--- config.mk ---
export PLATFORM = sky130hd
export DESIGN_NAME = dm_arbiter_flat
export DESIGN_NICKNAME = d
export VERILOG_FILES = /design/src/rtl/dm_arbiter_pkg.sv /design/src/rtl/dm_arbiter_if.sv /design/src/rtl/dm_arbiter_rd_return.sv /design/src/rtl/dm_arbiter.sv /design/src/flat_wrapper.sv
export SDC_FILE = /design/constraint.sdc
export NUM_CORES = 1
export LEC_CHECK = 0
export BUFFER_PORTS_ARGS = -buffer_cell sky130_fd_sc_hd__buf_2
export CELL_PAD_IN_SITES_DETAIL_PLACEMENT = 1
export CELL_PAD_IN_SITES_GLOBAL_PLACEMENT = 2
export CORE_ASPECT_RATIO = 1.1
export CORE_UTILIZATION = 30
export DETAILED_ROUTE_END_ITERATION = 6
export PLACE_DENSITY = 0.92
export SLEW_MARGIN = 5
export SYNTH_ARGS = -nofsm -noshare
export SYNTH_HDL_FRONTEND = slang
export SYNTH_SLANG_ARGS = --single-unit
--- constraint.sdc ---
create_clock -name i_clk -period 3.2 [get_ports i_clk]
set_input_delay 0.48 -clock i_clk [delete_from_list [all_inputs] [get_ports i_clk]]
set_output_delay 0.48 -clock i_clk [all_outputs]
set_load 0.005 [all_outputs]
--- src/rtl/dm_arbiter_pkg.sv ---
// Shared types and constants for the data-memory arbiter of the dual-issue cpu.
// Word-address/data widths, arbiter FSM state type and the per-pipe request bundle.
package dm_arbiter_pkg;

    localparam int unsigned AW = 9;
    localparam int unsigned DW = 16;

    typedef enum logic [0:0] {
        StIdle,
        StP1Turn
    } dm_arb_state_t;

    typedef struct packed {
        logic          req;
        logic          write;
        logic [AW-1:0] addr;
        logic [DW-1:0] wdata;
    } dm_req_t;

    // Both pipes present a request to the same word this cycle.
    function automatic logic same_word(input dm_req_t a, input dm_req_t b);
        return a.req && b.req && (a.addr == b.addr);
    endfunction

endpackage

--- src/rtl/dm_arbiter_if.sv ---
// Bundle of the two MEM-stage DM ports, the pipeline stall and the DM macro port.
// slave = arbiter side, master = pipeline + memory side.
interface dm_arbiter_if;
    import dm_arbiter_pkg::*;

    logic          p0_req;
    logic          p0_write_mem;
    logic [AW-1:0] p0_maddr;
    logic [DW-1:0] p0_wdata;
    logic [DW-1:0] p0_rdata;
    logic          p0_rvalid;

    logic          p1_req;
    logic          p1_write_mem;
    logic [AW-1:0] p1_maddr;
    logic [DW-1:0] p1_wdata;
    logic [DW-1:0] p1_rdata;
    logic          p1_rvalid;

    logic          stall;

    logic [AW-1:0] mem_addr;
    logic [DW-1:0] mem_wdata;
    logic          mem_write;
    logic          mem_en;
    logic [DW-1:0] mem_rdata;

    modport slave (
        input  p0_req, p0_write_mem, p0_maddr, p0_wdata,
        input  p1_req, p1_write_mem, p1_maddr, p1_wdata,
        input  mem_rdata,
        output p0_rdata, p0_rvalid, p1_rdata, p1_rvalid,
        output stall, mem_addr, mem_wdata, mem_write, mem_en
    );

    modport master (
        output p0_req, p0_write_mem, p0_maddr, p0_wdata,
        output p1_req, p1_write_mem, p1_maddr, p1_wdata,
        output mem_rdata,
        input  p0_rdata, p0_rvalid, p1_rdata, p1_rvalid,
        input  stall, mem_addr, mem_wdata, mem_write, mem_en
    );

endinterface

--- src/rtl/dm_arbiter_rd_return.sv ---
// Per-pipe read-return register: pulses rvalid the cycle after a read (or forward) is issued
// and holds the last returned word until that pipe's next read completes.
module dm_arbiter_rd_return
    import dm_arbiter_pkg::*;
(
    input  logic          i_clk,
    input  logic          i_rst_n,
    input  logic          i_rd,
    input  logic          i_fwd,
    input  logic [DW-1:0] i_fwd_data,
    input  logic [DW-1:0] i_mem_rdata,
    output logic [DW-1:0] o_rdata,
    output logic          o_rvalid
);

    logic          r_valid;
    logic          r_fwd;
    logic [DW-1:0] r_fwd_data;
    logic [DW-1:0] r_hold;
    logic [DW-1:0] w_ret_data;

    // The DM output only exists in the return cycle, so it bypasses the hold register then.
    assign w_ret_data = r_fwd ? r_fwd_data : i_mem_rdata;
    assign o_rdata    = r_valid ? w_ret_data : r_hold;
    assign o_rvalid   = r_valid;

    always_ff @(posedge i_clk or negedge i_rst_n) begin
        if (!i_rst_n) begin
            r_valid    <= 1'b0;
            r_fwd      <= 1'b0;
            r_fwd_data <= '0;
            r_hold     <= '0;
        end else begin
            r_valid <= i_rd | i_fwd;
            r_fwd   <= i_fwd;
            if (i_fwd) begin
                r_fwd_data <= i_fwd_data;
            end
            if (r_valid) begin
                r_hold <= w_ret_data;
            end
        end
    end

endmodule

--- src/rtl/dm_arbiter.sv ---
// Arbitrates the p0/p1 MEM-stage ports onto one single-ported synchronous DM.
// Conflicting pairs are serialised p0 then p1 with one stall cycle; same-word pairs are merged.
module dm_arbiter
    import dm_arbiter_pkg::*;
(
    input  logic  i_clk,
    input  logic  i_rst_n,
    dm_arbiter_if.slave bus
);

    dm_arb_state_t r_state;
    dm_arb_state_t w_state_d;

    dm_req_t       w_p0;
    dm_req_t       w_p1;

    logic          w_en;
    logic          w_we;
    logic [AW-1:0] w_addr;
    logic [DW-1:0] w_wdata;
    logic          w_stall;
    logic          w_p0_rd;
    logic          w_p1_rd;
    logic          w_p1_fwd;

    assign w_p0 = '{req: bus.p0_req, write: bus.p0_write_mem, addr: bus.p0_maddr,
                    wdata: bus.p0_wdata};
    assign w_p1 = '{req: bus.p1_req, write: bus.p1_write_mem, addr: bus.p1_maddr,
                    wdata: bus.p1_wdata};

    always_ff @(posedge i_clk or negedge i_rst_n) begin
        if (!i_rst_n) begin
            r_state <= StIdle;
        end else begin
            r_state <= w_state_d;
        end
    end

    always_comb begin
        w_state_d = r_state;
        w_en      = 1'b0;
        w_we      = 1'b0;
        w_addr    = w_p0.addr;
        w_wdata   = w_p0.wdata;
        w_stall   = 1'b0;
        w_p0_rd   = 1'b0;
        w_p1_rd   = 1'b0;
        w_p1_fwd  = 1'b0;

        unique case (r_state)
            StIdle: begin
                if (same_word(w_p0, w_p1)) begin
                    w_en   = 1'b1;
                    w_addr = w_p0.addr;
                    unique case ({w_p0.write, w_p1.write})
                        2'b00: begin
                            w_p0_rd = 1'b1;
                            w_p1_rd = 1'b1;
                        end
                        2'b01: begin
                            // DM is read-before-write: p0 sees the old word.
                            w_we    = 1'b1;
                            w_wdata = w_p1.wdata;
                            w_p0_rd = 1'b1;
                        end
                        2'b10: begin
                            w_we     = 1'b1;
                            w_wdata  = w_p0.wdata;
                            w_p1_fwd = 1'b1;
                        end
                        default: begin
                            // p1 is younger, so its write is the one that survives.
                            w_we    = 1'b1;
                            w_wdata = w_p1.wdata;
                        end
                    endcase
                end else if (w_p0.req) begin
                    w_en    = 1'b1;
                    w_we    = w_p0.write;
                    w_addr  = w_p0.addr;
                    w_wdata = w_p0.wdata;
                    w_p0_rd = !w_p0.write;
                    if (w_p1.req) begin
                        w_stall   = 1'b1;
                        w_state_d = StP1Turn;
                    end
                end else if (w_p1.req) begin
                    w_en    = 1'b1;
                    w_we    = w_p1.write;
                    w_addr  = w_p1.addr;
                    w_wdata = w_p1.wdata;
                    w_p1_rd = !w_p1.write;
                end
            end
            StP1Turn: begin
                // p0 was served last cycle; its repeated request is ignored.
                w_state_d = StIdle;
                if (w_p1.req) begin
                    w_en    = 1'b1;
                    w_we    = w_p1.write;
                    w_addr  = w_p1.addr;
                    w_wdata = w_p1.wdata;
                    w_p1_rd = !w_p1.write;
                end
            end
            default: begin
                w_state_d = StIdle;
            end
        endcase

        // No DM access or stall may escape while reset is asserted.
        if (!i_rst_n) begin
            w_en     = 1'b0;
            w_we     = 1'b0;
            w_stall  = 1'b0;
            w_p0_rd  = 1'b0;
            w_p1_rd  = 1'b0;
            w_p1_fwd = 1'b0;
        end
    end

    assign bus.mem_en    = w_en;
    assign bus.mem_write = w_we;
    assign bus.mem_addr  = w_addr;
    assign bus.mem_wdata = w_wdata;
    assign bus.stall     = w_stall;

    dm_arbiter_rd_return u_p0_ret (
        .i_clk       (i_clk),
        .i_rst_n     (i_rst_n),
        .i_rd        (w_p0_rd),
        .i_fwd       (1'b0),
        .i_fwd_data  (w_p0.wdata),
        .i_mem_rdata (bus.mem_rdata),
        .o_rdata     (bus.p0_rdata),
        .o_rvalid    (bus.p0_rvalid)
    );

    dm_arbiter_rd_return u_p1_ret (
        .i_clk       (i_clk),
        .i_rst_n     (i_rst_n),
        .i_rd        (w_p1_rd),
        .i_fwd       (w_p1_fwd),
        .i_fwd_data  (w_p0.wdata),
        .i_mem_rdata (bus.mem_rdata),
        .o_rdata     (bus.p1_rdata),
        .o_rvalid    (bus.p1_rvalid)
    );

endmodule

--- src/flat_wrapper.sv ---
// flat-port wrapper written by rule: the top's interface ports become plain ports
module dm_arbiter_flat import dm_arbiter_pkg::*;
  (i_clk, i_rst_n, bus_p0_req, bus_p0_write_mem, bus_p0_maddr, bus_p0_wdata, bus_p1_req, bus_p1_write_mem, bus_p1_maddr, bus_p1_wdata, bus_mem_rdata, bus_p0_rdata, bus_p0_rvalid, bus_p1_rdata, bus_p1_rvalid, bus_stall, bus_mem_addr, bus_mem_wdata, bus_mem_write, bus_mem_en);
  dm_arbiter_if bus_i ();
  input  logic i_clk;
  input  logic i_rst_n;
  input wire logic [$bits(bus_i.p0_req)-1:0] bus_p0_req;
  input wire logic [$bits(bus_i.p0_write_mem)-1:0] bus_p0_write_mem;
  input wire logic [$bits(bus_i.p0_maddr)-1:0] bus_p0_maddr;
  input wire logic [$bits(bus_i.p0_wdata)-1:0] bus_p0_wdata;
  input wire logic [$bits(bus_i.p1_req)-1:0] bus_p1_req;
  input wire logic [$bits(bus_i.p1_write_mem)-1:0] bus_p1_write_mem;
  input wire logic [$bits(bus_i.p1_maddr)-1:0] bus_p1_maddr;
  input wire logic [$bits(bus_i.p1_wdata)-1:0] bus_p1_wdata;
  input wire logic [$bits(bus_i.mem_rdata)-1:0] bus_mem_rdata;
  output wire logic [$bits(bus_i.p0_rdata)-1:0] bus_p0_rdata;
  output wire logic [$bits(bus_i.p0_rvalid)-1:0] bus_p0_rvalid;
  output wire logic [$bits(bus_i.p1_rdata)-1:0] bus_p1_rdata;
  output wire logic [$bits(bus_i.p1_rvalid)-1:0] bus_p1_rvalid;
  output wire logic [$bits(bus_i.stall)-1:0] bus_stall;
  output wire logic [$bits(bus_i.mem_addr)-1:0] bus_mem_addr;
  output wire logic [$bits(bus_i.mem_wdata)-1:0] bus_mem_wdata;
  output wire logic [$bits(bus_i.mem_write)-1:0] bus_mem_write;
  output wire logic [$bits(bus_i.mem_en)-1:0] bus_mem_en;
  assign bus_i.p0_req = bus_p0_req;
  assign bus_i.p0_write_mem = bus_p0_write_mem;
  assign bus_i.p0_maddr = bus_p0_maddr;
  assign bus_i.p0_wdata = bus_p0_wdata;
  assign bus_i.p1_req = bus_p1_req;
  assign bus_i.p1_write_mem = bus_p1_write_mem;
  assign bus_i.p1_maddr = bus_p1_maddr;
  assign bus_i.p1_wdata = bus_p1_wdata;
  assign bus_i.mem_rdata = bus_mem_rdata;
  assign bus_p0_rdata = bus_i.p0_rdata;
  assign bus_p0_rvalid = bus_i.p0_rvalid;
  assign bus_p1_rdata = bus_i.p1_rdata;
  assign bus_p1_rvalid = bus_i.p1_rvalid;
  assign bus_stall = bus_i.stall;
  assign bus_mem_addr = bus_i.mem_addr;
  assign bus_mem_wdata = bus_i.mem_wdata;
  assign bus_mem_write = bus_i.mem_write;
  assign bus_mem_en = bus_i.mem_en;
  dm_arbiter u_core (.i_clk(i_clk), .i_rst_n(i_rst_n), .bus(bus_i));
endmodule
# Word level (Yosys, flattened, before mapping)
# Index checks and enable logic that the tools add are counted.
# totals
reg_bits	52
inputBits	72
output_inout_bits	62
wordCells	62
# op_classes
n_eq_ne	3
muxes	43
bitwise	2
reduce_logical	7
# op_table
op	n
2-to-1 mux 16 bit	7
one-hot mux 16 bit (2 select lines)	1
2-to-1 mux 1 bit	27
2-to-1 mux 9 bit	3
one-hot mux 9 bit (2 select lines)	1
equality test 9 bit	1
one-hot mux 1 bit (2 select lines)	4
OR reduction 2 bit	2
equality test 2 x 1 -> 1 bit (second input constant)	1
equality test 2 bit (second input constant)	1
logical AND 1 bit	2
logical NOT 1 bit	2
logical NOT 2 bit	1
NOT 1 bit	1
OR 1 bit	1

# Longest topological paths before layout
# Gate-level depths: netlist of the first run.
# logic_depth
ltp_word	7
mapped_depth	6
depth_no_buf	4

# Modules after synthesis
# A second synthesis of the first run with hierarchy kept.
# hier_totals
hier_cells	312
hier_area_um2	3644.7
# by_module_without_submodules
mod	instances	cells_per_inst	area_per_inst_um2	seq_area_each_um2
dm_arbiter_rd_return	2	106	1438.9	850.8
dm_arbiter	1	100	767.0	25.0

# Worst setup path before layout of the first run
# Ideal clock, no wire load.
# synth_timing
kind	input port to output port
startpoint	input port bus_p1_maddr[8]
endpoint	output port bus_mem_wdata[13]
t_arrival_ns	1.727
required_time_ns	2.720
setup_slack_ns	0.993
path_stages	5
path_buffers	1
path_cell_list	xor2_1 or3_4 buf_6 or4_1 nand3_1
# synth_via
elab_chain_cells	4
# synth_lines
item	line_no	text
start, declared	flat_wrapper.sv:13	input wire logic [$bits(bus_i.p1_maddr)-1:0] bus_p1_maddr;
equality test 9 bit	dm_arbiter_pkg.sv:22	return a.req && b.req && (a.addr == b.addr);
logical AND 1 bit	dm_arbiter_pkg.sv:22	
2-to-1 mux 16 bit	dm_arbiter.sv:52	if (same_word(w_p0, w_p1)) begin
one-hot mux 16 bit (2 select lines)	dm_arbiter.sv:50	unique case (r_state)
end, declared	flat_wrapper.sv:22	output wire logic [$bits(bus_i.mem_wdata)-1:0] bus_mem_wdata;
# No other way between the ends.

# Final worst setup path of the first run
# layout_timing
startpoint	input port bus_p1_maddr[3]
endpoint	output port bus_mem_wdata[14]
# The elaborated chain is that of the path after synthesis.

==> flow_summary.toml, run 1 <==
[final_layout]
final_util_pct = 39.8
layout_common_cells = "133 x buf_2, 52 x dfrtp_1, 46 x nand2_1"
fin_area_um2 = 4150
syn2layout_area_growth_pct = 28.9
drive_above_1_share_pct = 35.7
num_antenna_cells = 0
final_common_cell = "buf_2"
nNetsFinal = 542

[global_route]
grt_pass1_wl_um = 16400
antenna_found_initial = 0
grt_pass1_vias = 3380
grtUsageTotal_pct = 18.4
grt_max_degree = 53
grt-ovfl-total = 0

[logic_synthesis]
syn_area_um2 = 3220
syn_avg_cell_area_um2 = 9.10
syn_nets = 426
ys_types = 32
yosysWarnings = 0
synth_cells = 354
ys_seq_area_share_pct = 40.4
ys_seq_elements = 52

[placement]
finalWeightedCongestion = 0.781
post_dp_cell_area_um2 = 3970
dp_hpwl_um = 7490
dp_slack_ns = 0.547
io_buffers = 133

[timing]
grt_setup_unrepaired = "false"
tightest_slew_ns = 1.03
relSlewSlack_pct = 31.5
finalSetupViolCount = 0
tns_ns = 0
finalCriticalPeriod_ns = 2.66
fin_worst_skew_ns = 0.00445
min_period_over_period_pct = 83.2
hold_viol = 0
fmaxAchievable_mhz = 376
fin_ws_ns = 0.537
report.final.slew_viol_count = 0

[worst_setup_path]
critPathLaunchType = "input port"
crit_path_frequent_cell = "buf_2"
path_max_fanout = 32
path_cells = "buf_2, xor2_1, or2_1, or4_1, nand3_1, buf_2"
rrSetupSlack_ns = 1.24
cp.required_ns = 2.72
critPathArrivalTime_ns = 2.18
slowest_delay_ns = 0.64
slowest_stage = "or4_1"
crit_type = "in2out"
cp-end-kind = "output port"

[status]
outcome = "finished, final reports clean"

[min_path]
hold_path.class = "in2async"

[clock_network]
cts.path.max_buffers = 2
clk_pin_slew_ns = 0.06
h-tree-depth = 2
cts_tree = "built"
cts_root_buf = "clkbuf_16"
cts_hold_buf = 0
clock_latency_ns = 0.28
cts_setup_buffers = 0
clock-sinks = 52
numCtsBuffers = 5
cts_resized = 0

[detailed_routing]
routedWlPerCell_um = 16.1
viasPerCell = 5.09
first_iter_violations = 78
via_count = 3118
finalWirelength_um = 9880
ant_nets = 0
drc_errors = 0
drt_pass1_iterations = 4

[floorplan]
core-area_um2 = 10400
die_w_um = 101
num_rows = 39
start_util_pct = 30.9
dieArea_um2 = 11200
ios = 134
die_y_um = 111

[power]
p_leak_nw = 1.95
power_density_nw_per_um2 = 464
vdd_ir_drop_max_mv = 0.205

[job]
drv_cap = 0
## sequential cells by signal, summed over array words and instances (netlist names)
signal and flops:
u_core.r_state 1, u_core.u_p0_ret.r_hold 16, u_core.u_p0_ret.o_rvalid 1, u_core.u_p1_ret.r_fwd_data 16, u_core.u_p1_ret.o_rvalid 1, u_core.u_p1_ret.r_fwd 1
u_core.u_p1_ret.r_hold 16
## cell type report
class / instances / area (um2)
clock buffers: 5 / 125
clock inverters: 2 / 60.1
multi-input cells: 252 / 1680
fillers: 1301 / 6290
inverters: 18 / 67.6
repair buffers: 141 / 738
well taps: 143 / 179
flip-flops and latches: 52 / 1300
## cells in the mapped netlist
cell	n	area, um2
xnor2_1	4	35.0
nand2_1	46	173
nor3_1	2	10.0
a31oi_1	2	12.5
o21ai_0	16	80.1
a21oi_1	33	165
nand3_1	16	80.1
xor2_1	5	43.8
inv_1	18	67.6
buf_6	4	45.0
nor2b_1	1	6.26
buf_4	3	22.5
nor3_2	2	20.0
dfrtp_1	52	1300
mux2_2	16	180
nand3b_1	1	7.51
clkbuf_1	14	52.6
nand4_2	1	12.5
a211oi_1	16	120
mux2i_1	16	160
or2_1	1	6.26
nand4_1	2	12.5
nand2b_1	1	6.26
a221oi_1	16	140
buf_1	3	11.3
buf_2	8	40.0
or4_1	16	120
or3_4	1	11.3
nor2_1	17	63.8
and4_1	2	17.5
mux2_1	16	180
and2_1	3	18.8
## metrics by stage
| stage | power (mW) | instances | hold slack, ns |
|---|---|---|---|
| after detailed placement | 1.28 | 606 | 0.484 |
| after floorplan | 1.04 | 354 | 0.184 |
| final | 1.93 | 613 | 0.376 |
| after CTS | 1.96 | 613 | 0.376 |
| after global placement | 1.26 | 606 | 0.478 |
| after global routing | 2.04 | 613 | 0.390 |
## where the power goes
group          internal (mW)  leakage (nW)  total, mW  switching (mW)
logic                  0.223          1.22      0.489           0.266
clock network          0.443        0.0899      0.666           0.222
registers              0.742         0.639      0.771          0.0293
## critical path: cells and delay by family
family	cells	cell delay, ns
AND/OR/NAND/NOR	3	1.31
buffers and inverters	2	0.23
XOR/XNOR	1	0.16
## per-layer routing
| metal | global-route usage (%) | vias to the layer above | wire length, um |
|---|---|---|---|
| met5 | 0 | - | 0 |
| met4 | 3.00 | 0 | 38 |
| met3 | 2.71 | 4 | 401 |
| met2 | 33.4 | 79 | 5150 |
| met1 | 23.3 | 1532 | 4290 |
| li1 | - | 1503 | - |
## final timing paths
path	start	endpoint	cells after the start
max	bus_p1_maddr[3]	bus_mem_wdata[14]	6
min	i_rst_n	u_core.r_state$_DFF_PN0_	2
max reg2reg	u_core.r_state$_DFF_PN0_	u_core.u_p1_ret.r_fwd_data[7]$_DFFE_PN0P_	4
min reg2reg	u_core.u_p0_ret.r_hold[11]$_DFF_PN0_	u_core.u_p0_ret.r_hold[11]$_DFF_PN0_	1
max in group asynchronous	i_rst_n	u_core.u_p1_ret.r_fwd_data[0]$_DFFE_PN0P_	2
min in group i_clk	bus_p0_write_mem	u_core.u_p0_ret.o_rvalid$_DFF_PN0_	2
## cell families after synthesis
logic type / synth area share, %
and+or+nand+nor: 17.5
AOI/OAI and AO/OA: 16.1
DFF: 40.4
buffers and inverters: 7.41
muxes: 16.1
xor gates and xnor gates: 2.45
No activity file was read; power rests on OpenSTA's default activity.
==> inputs of run 2 (changes only) <==
- CORE_UTILIZATION: 30 -> 27
- PLACE_DENSITY: 0.92 -> 0.84
- clock period: 3.2 -> 2.5 ns (I/O delays scaled with it)
==> run 2 against run 1 <==
Routed wire length grew 4.9%. Highest routed layer unchanged. Clock skew is essentially flat. Sequential power grew 27%. Critical path type unchanged. Sequential share of layout area shrank 0.29 points.
==> flow_summary.toml, run 2 (synthesis gave the netlist of run 1 again) <==
[status]
outcome = "finished, final reports clean"

[floorplan]
dieArea_um2 = 12400
ios = 134
num_rows = 41
core-area_um2 = 11500
start_util_pct = 27.9
die_w_um = 106
die_y_um = 117

[final_layout]
final_common_cell = "buf_2"
final_util_pct = 36.3
num_antenna_cells = 0
top_regs = "u_core.u_p0_ret.r_hold x16, u_core.u_p1_ret.r_fwd_data x16, u_core.u_p1_ret.r_hold x16"
fill_cells = 1430
syn2layout_area_growth_pct = 30.1
layout_common_cells = "133 x buf_2, 52 x dfrtp_1, 46 x nand2_1"
nNetsFinal = 550
multi_input_area_um2 = 1680
drive_above_1_share_pct = 36.7
register_area_um2 = 1300

[detailed_routing]
wl_met3_um = 450
drt_pass1_iterations = 4
ant_nets = 0
drc_errors = 0
top_layer = "met4"
viasPerCell = 4.98
met1_length_um = 4670
first_iter_violations = 71
routedWlPerCell_um = 16.5
finalWirelength_um = 10400
met2_length_um = 5150
via_count = 3131

[timing]
tightest_slew_ns = 0.665
report.final.slew_viol_count = 0
fmaxAchievable_mhz = 436
min_period_over_period_pct = 91.7
tns_ns = 0
relSlewSlack_pct = 55.6
finalSetupViolCount = 0
grt_setup_unrepaired = "false"
finalCriticalPeriod_ns = 2.29
hold_viol = 0
fin_worst_skew_ns = 0.00427

[worst_setup_path]
rrSetupSlack_ns = 0.86
cp.required_ns = 2.12
cp-end-kind = "output port"
path_max_fanout = 32
path_cells = "buf_2, xor2_1, or3_4, or4_1, nand3_1, buf_2"
slowest_stage = "or3_4"
crit_path_frequent_cell = "buf_2"
crit_type = "in2out"
slowest_delay_ns = 0.53
critPathLaunchType = "input port"
critPathArrivalTime_ns = 1.92

[global_route]
grt_pass1_vias = 3109
grt-ovfl-total = 0
grt_pass1_wl_um = 16300
antenna_found_initial = 0
grt_max_degree = 53
grtUsageTotal_pct = 16.6

[clock_network]
h-tree-depth = 2
clock_latency_ns = 0.29
cts.path.max_buffers = 2
cts_root_buf = "clkbuf_16"
cts_resized = 0
cts_setup_buffers = 0
numCtsBuffers = 5
cts_hold_buf = 0
clk_pin_slew_ns = 0.07
clock-sinks = 52
cts_tree = "built"

[placement]
io_buffers = 133
dp_hpwl_um = 7730
finalWeightedCongestion = 0.812

[power]
power_density_nw_per_um2 = 576
p_leak_nw = 1.98
vdd_ir_drop_max_mv = 0.262
p_total_mw = 2.41

[min_path]
hold_path.class = "in2reg"

[job]
drv_cap = 0
run 2: changes by cell type in the layout (fill, tap and decap cells not counted), sizes merged:
cell	change
buf	+8
inv	+1
clkbuf	+1
bufinv	-1
run 2: cell type report:
| class | count | share of cell area (%) |
|---|---|---|
| Inverter | 18 | 1.61 |
| Timing Repair Buffer | 149 | 18.7 |
| Clock buffer | 6 | 3.07 |
| Clock inverter | 2 | 0.925 |
| Tap cell | 150 | 4.48 |
| Multi-Input combinational cell | 252 | 40.1 |
| Sequential cell | 52 | 31.0 |
run 2: routing by layer:
metal	track usage (%)	vias to the layer above
met5	0	-
met4	2.59	0
met3	2.34	7
met2	30.6	92
met1	21.1	1512
li1	-	1520
run 2: where the power goes:
part	leakage, nW	switching [mW]	internal, mW
Clock	0.0815	0.314	0.477
Sequential	0.639	0.0289	0.949
Combinational	1.26	0.354	0.291
Total	1.98	0.696	1.72
run 2: critical path, delay by kind of cell:
kind                   cells  cell delay, ns
XOR/XNOR                   1            0.17
buffers and inverters      2            0.23
AND/OR/NAND/NOR            3            1.14
run 2: path summary, 6_finish.rpt:
path	cells past startpoint	end	startpoint
min in group asynchronous	2	u_core.u_p1_ret.r_hold[6]$_DFF_PN0_	i_rst_n
max in group asynchronous	2	u_core.u_p1_ret.r_fwd_data[0]$_DFFE_PN0P_	i_rst_n
hold / removal	2	u_core.u_p0_ret.o_rvalid$_DFF_PN0_	bus_p0_write_mem
setup reg to reg	5	u_core.u_p1_ret.r_fwd_data[11]$_DFFE_PN0P_	u_core.r_state$_DFF_PN0_
setup / recovery	6	bus_mem_wdata[4]	bus_p1_maddr[8]
hold reg to reg	1	u_core.u_p0_ret.r_hold[0]$_DFF_PN0_	u_core.u_p0_ret.r_hold[0]$_DFF_PN0_
run 2: metrics by stage:
| stage | area, um2 | hold slack (ns) | worst slack [ns] | std cells |
|---|---|---|---|---|
| after global routing | 4190 | 0.264 | 0.113 | 629 |
| after detailed placement | 4030 | 0.481 | 0.204 | 621 |
| final | 4190 | 0.285 | 0.208 | 629 |
| after CTS | 4190 | 0.266 | 0.200 | 629 |
| after global placement | 4030 | 0.477 | 0.221 | 621 |
| after floorplan | 3220 | 0.0794 | 0.503 | 354 |
==> inputs of run 3 (changes only) <==
- REMOVE_ABC_BUFFERS: default -> 1
==> run 3 against run 2 <==
Fmax decreased by 0.44%. Clock skew increased by 0.0054 ns. Setup slack lost 0.010 ns. Final cell count fell by 0.48%. Critical path depth did not move. Core utilization down 0.24 points. Sequential share of layout area rose by 0.21 points. Global-route usage grew 0.34 points. Die area stayed put. Final area down 0.66%. Largest cell class unchanged. Sequential cell count is the same. Combinational power fell by 0.8%.
==> flow_summary.toml, run 3 (synthesis gave the netlist of run 1 again) <==
[detailed_routing]
viasPerCell = 4.98
via_count = 3119
routedWlPerCell_um = 16.5
first_iter_violations = 61
finalWirelength_um = 10300
drc_errors = 0
ant_nets = 0
drt_pass1_iterations = 4

[power]
p_int_mw = 1.64
power_density_nw_per_um2 = 559
pwr-share-clk_pct = 30.3
swShare_pct = 29.6
pwr-share-seq_pct = 42.2
power_switching_mw = 0.688
p_leak_nw = 1.95
vdd_ir_drop_max_mv = 0.265
p_comb_share_pct = 27.5

[final_layout]
layout_common_cells = "133 x buf_2, 52 x dfrtp_1, 46 x nand2_1"
final_util_pct = 36.1
fill_cells = 1417
syn2layout_area_growth_pct = 29.2
final_cells = 626
final_common_cell = "buf_2"
drive_above_1_share_pct = 36.3
fin_area_um2 = 4170
num_antenna_cells = 0
top_regs = "u_core.u_p0_ret.r_hold x16, u_core.u_p1_ret.r_fwd_data x16, u_core.u_p1_ret.r_hold x16"
nNetsFinal = 547

[timing]
tns_ns = 0
finalCriticalPeriod_ns = 2.30
hold_viol = 0
hold_ws_ns = 0.253
fmaxAchievable_mhz = 434
finalSetupViolCount = 0
relSlewSlack_pct = 54.5
min_period_over_period_pct = 92.1
fin_worst_skew_ns = 0.00967
grt_setup_unrepaired = "false"
report.final.slew_viol_count = 0
tightest_slew_ns = 0.682

[clock_network]
cts.path.max_buffers = 2
clock-sinks = 52
h-tree-depth = 2
clock_latency_ns = 0.29
cts_setup_buffers = 0
clk_pin_slew_ns = 0.07
cts_tree = "built"
cts_resized = 0
cts_hold_buf = 0
cts_root_buf = "clkbuf_16"
numCtsBuffers = 5

[global_route]
antenna_found_initial = 0
grtUsageTotal_pct = 17.0
grt_pass1_vias = 3197
grt_pass1_wl_um = 16400
grt-ovfl-total = 0
grt_max_degree = 53

[placement]
io_buffers = 133
post_dp_cell_area_um2 = 4020
finalWeightedCongestion = 0.732
dp_hpwl_um = 7650
dp_cells = 618

[worst_setup_path]
worst_r2r_path_depth = 5
slowest_delay_ns = 0.53
path_cells = "buf_2, xor2_1, or3_4, or4_1, nand3_1, buf_2"
cp.required_ns = 2.12
cp-end-kind = "output port"
path_max_fanout = 32
crit_type = "in2out"
slowest_stage = "or3_4"
rrSetupSlack_ns = 0.94
critPathArrivalTime_ns = 1.93
crit_buf_inv = 2
cp.depth = 6
critPathLaunchType = "input port"
crit_path_frequent_cell = "buf_2"
critPathTopFamily = "simple AND/OR/NAND/NOR gates"

[min_path]
whs_path_depth = 2
hold_path.class = "in2reg"

[status]
outcome = "finished, final reports clean"

[floorplan]
dieArea_um2 = 12400
core-area_um2 = 11500
die_w_um = 106
die_y_um = 117
num_rows = 41
ios = 134
start_util_pct = 27.9

[job]
drv_cap = 0
-- run 3: changes by cell type in the layout (fill, tap and decap cells not counted) --
| cell | delta |
|---|---|
| buf_4 | -4 |
| buf_12 | +1 |
| bufinv_16 | -1 |
| clkbuf_8 | +1 |
| clkinvlp_4 | +1 |
| inv_6 | -1 |
-- run 3: stage by stage --
| step | total power, mW | setup slack (ns) |
|---|---|---|
| after floorplan | 1.30 | 0.178 |
| after global placement | 1.62 | 0.213 |
| after detailed placement | 1.65 | 0.185 |
| after CTS | 2.37 | 0.187 |
| after global routing | 2.47 | 0.101 |
| final | 2.33 | 0.198 |
-- run 3: power by group through the flow --
stage,Sequential (mW),Combinational (mW),Clock [mW]
after floorplan,0.991,0.307,0
after global placement,0.991,0.627,0
after detailed placement,1.00,0.652,0
after CTS,0.984,0.655,0.733
after global routing,0.993,0.724,0.756
final,0.983,0.640,0.706
-- run 3: cell type report --
cell class                      instances  area [um2]  share of cell area, %
Clock buffer                            7         143                   3.42
Inverter                               18        67.6                   1.62
Clock inverter                          1        7.51                  0.180
Sequential cell                        52        1300                   31.2
Tap cell                              150         188                   4.51
Multi-Input combinational cell        252        1680                   40.4
Timing Repair Buffer                  146         776                   18.6
-- run 3: per-layer routing --
| layer | GRT usage [%] | vias to the layer above | routed length [um] |
|---|---|---|---|
| met4 | 4.54 | 0 | 112 |
| met3 | 2.57 | 8 | 427 |
| met2 | 31.9 | 78 | 5520 |
| li1 | - | 1512 | - |
| met1 | 20.1 | 1521 | 4270 |
| met5 | 0 | - | 0 |
-- run 3: final timing paths --
path / to / start
setup / recovery: bus_mem_wdata[3] / bus_p1_maddr[8]
hold / removal: u_core.u_p0_ret.o_rvalid$_DFF_PN0_ / bus_p0_write_mem
setup reg to reg: u_core.u_p1_ret.r_fwd_data[14]$_DFFE_PN0P_ / u_core.r_state$_DFF_PN0_
hold reg to reg: u_core.u_p1_ret.r_fwd_data[15]$_DFFE_PN0P_ / u_core.u_p1_ret.r_fwd_data[15]$_DFFE_PN0P_
min in group asynchronous: u_core.u_p1_ret.r_fwd_data[10]$_DFFE_PN0P_ / i_rst_n
max in group asynchronous: u_core.u_p1_ret.r_hold[4]$_DFF_PN0_ / i_rst_n
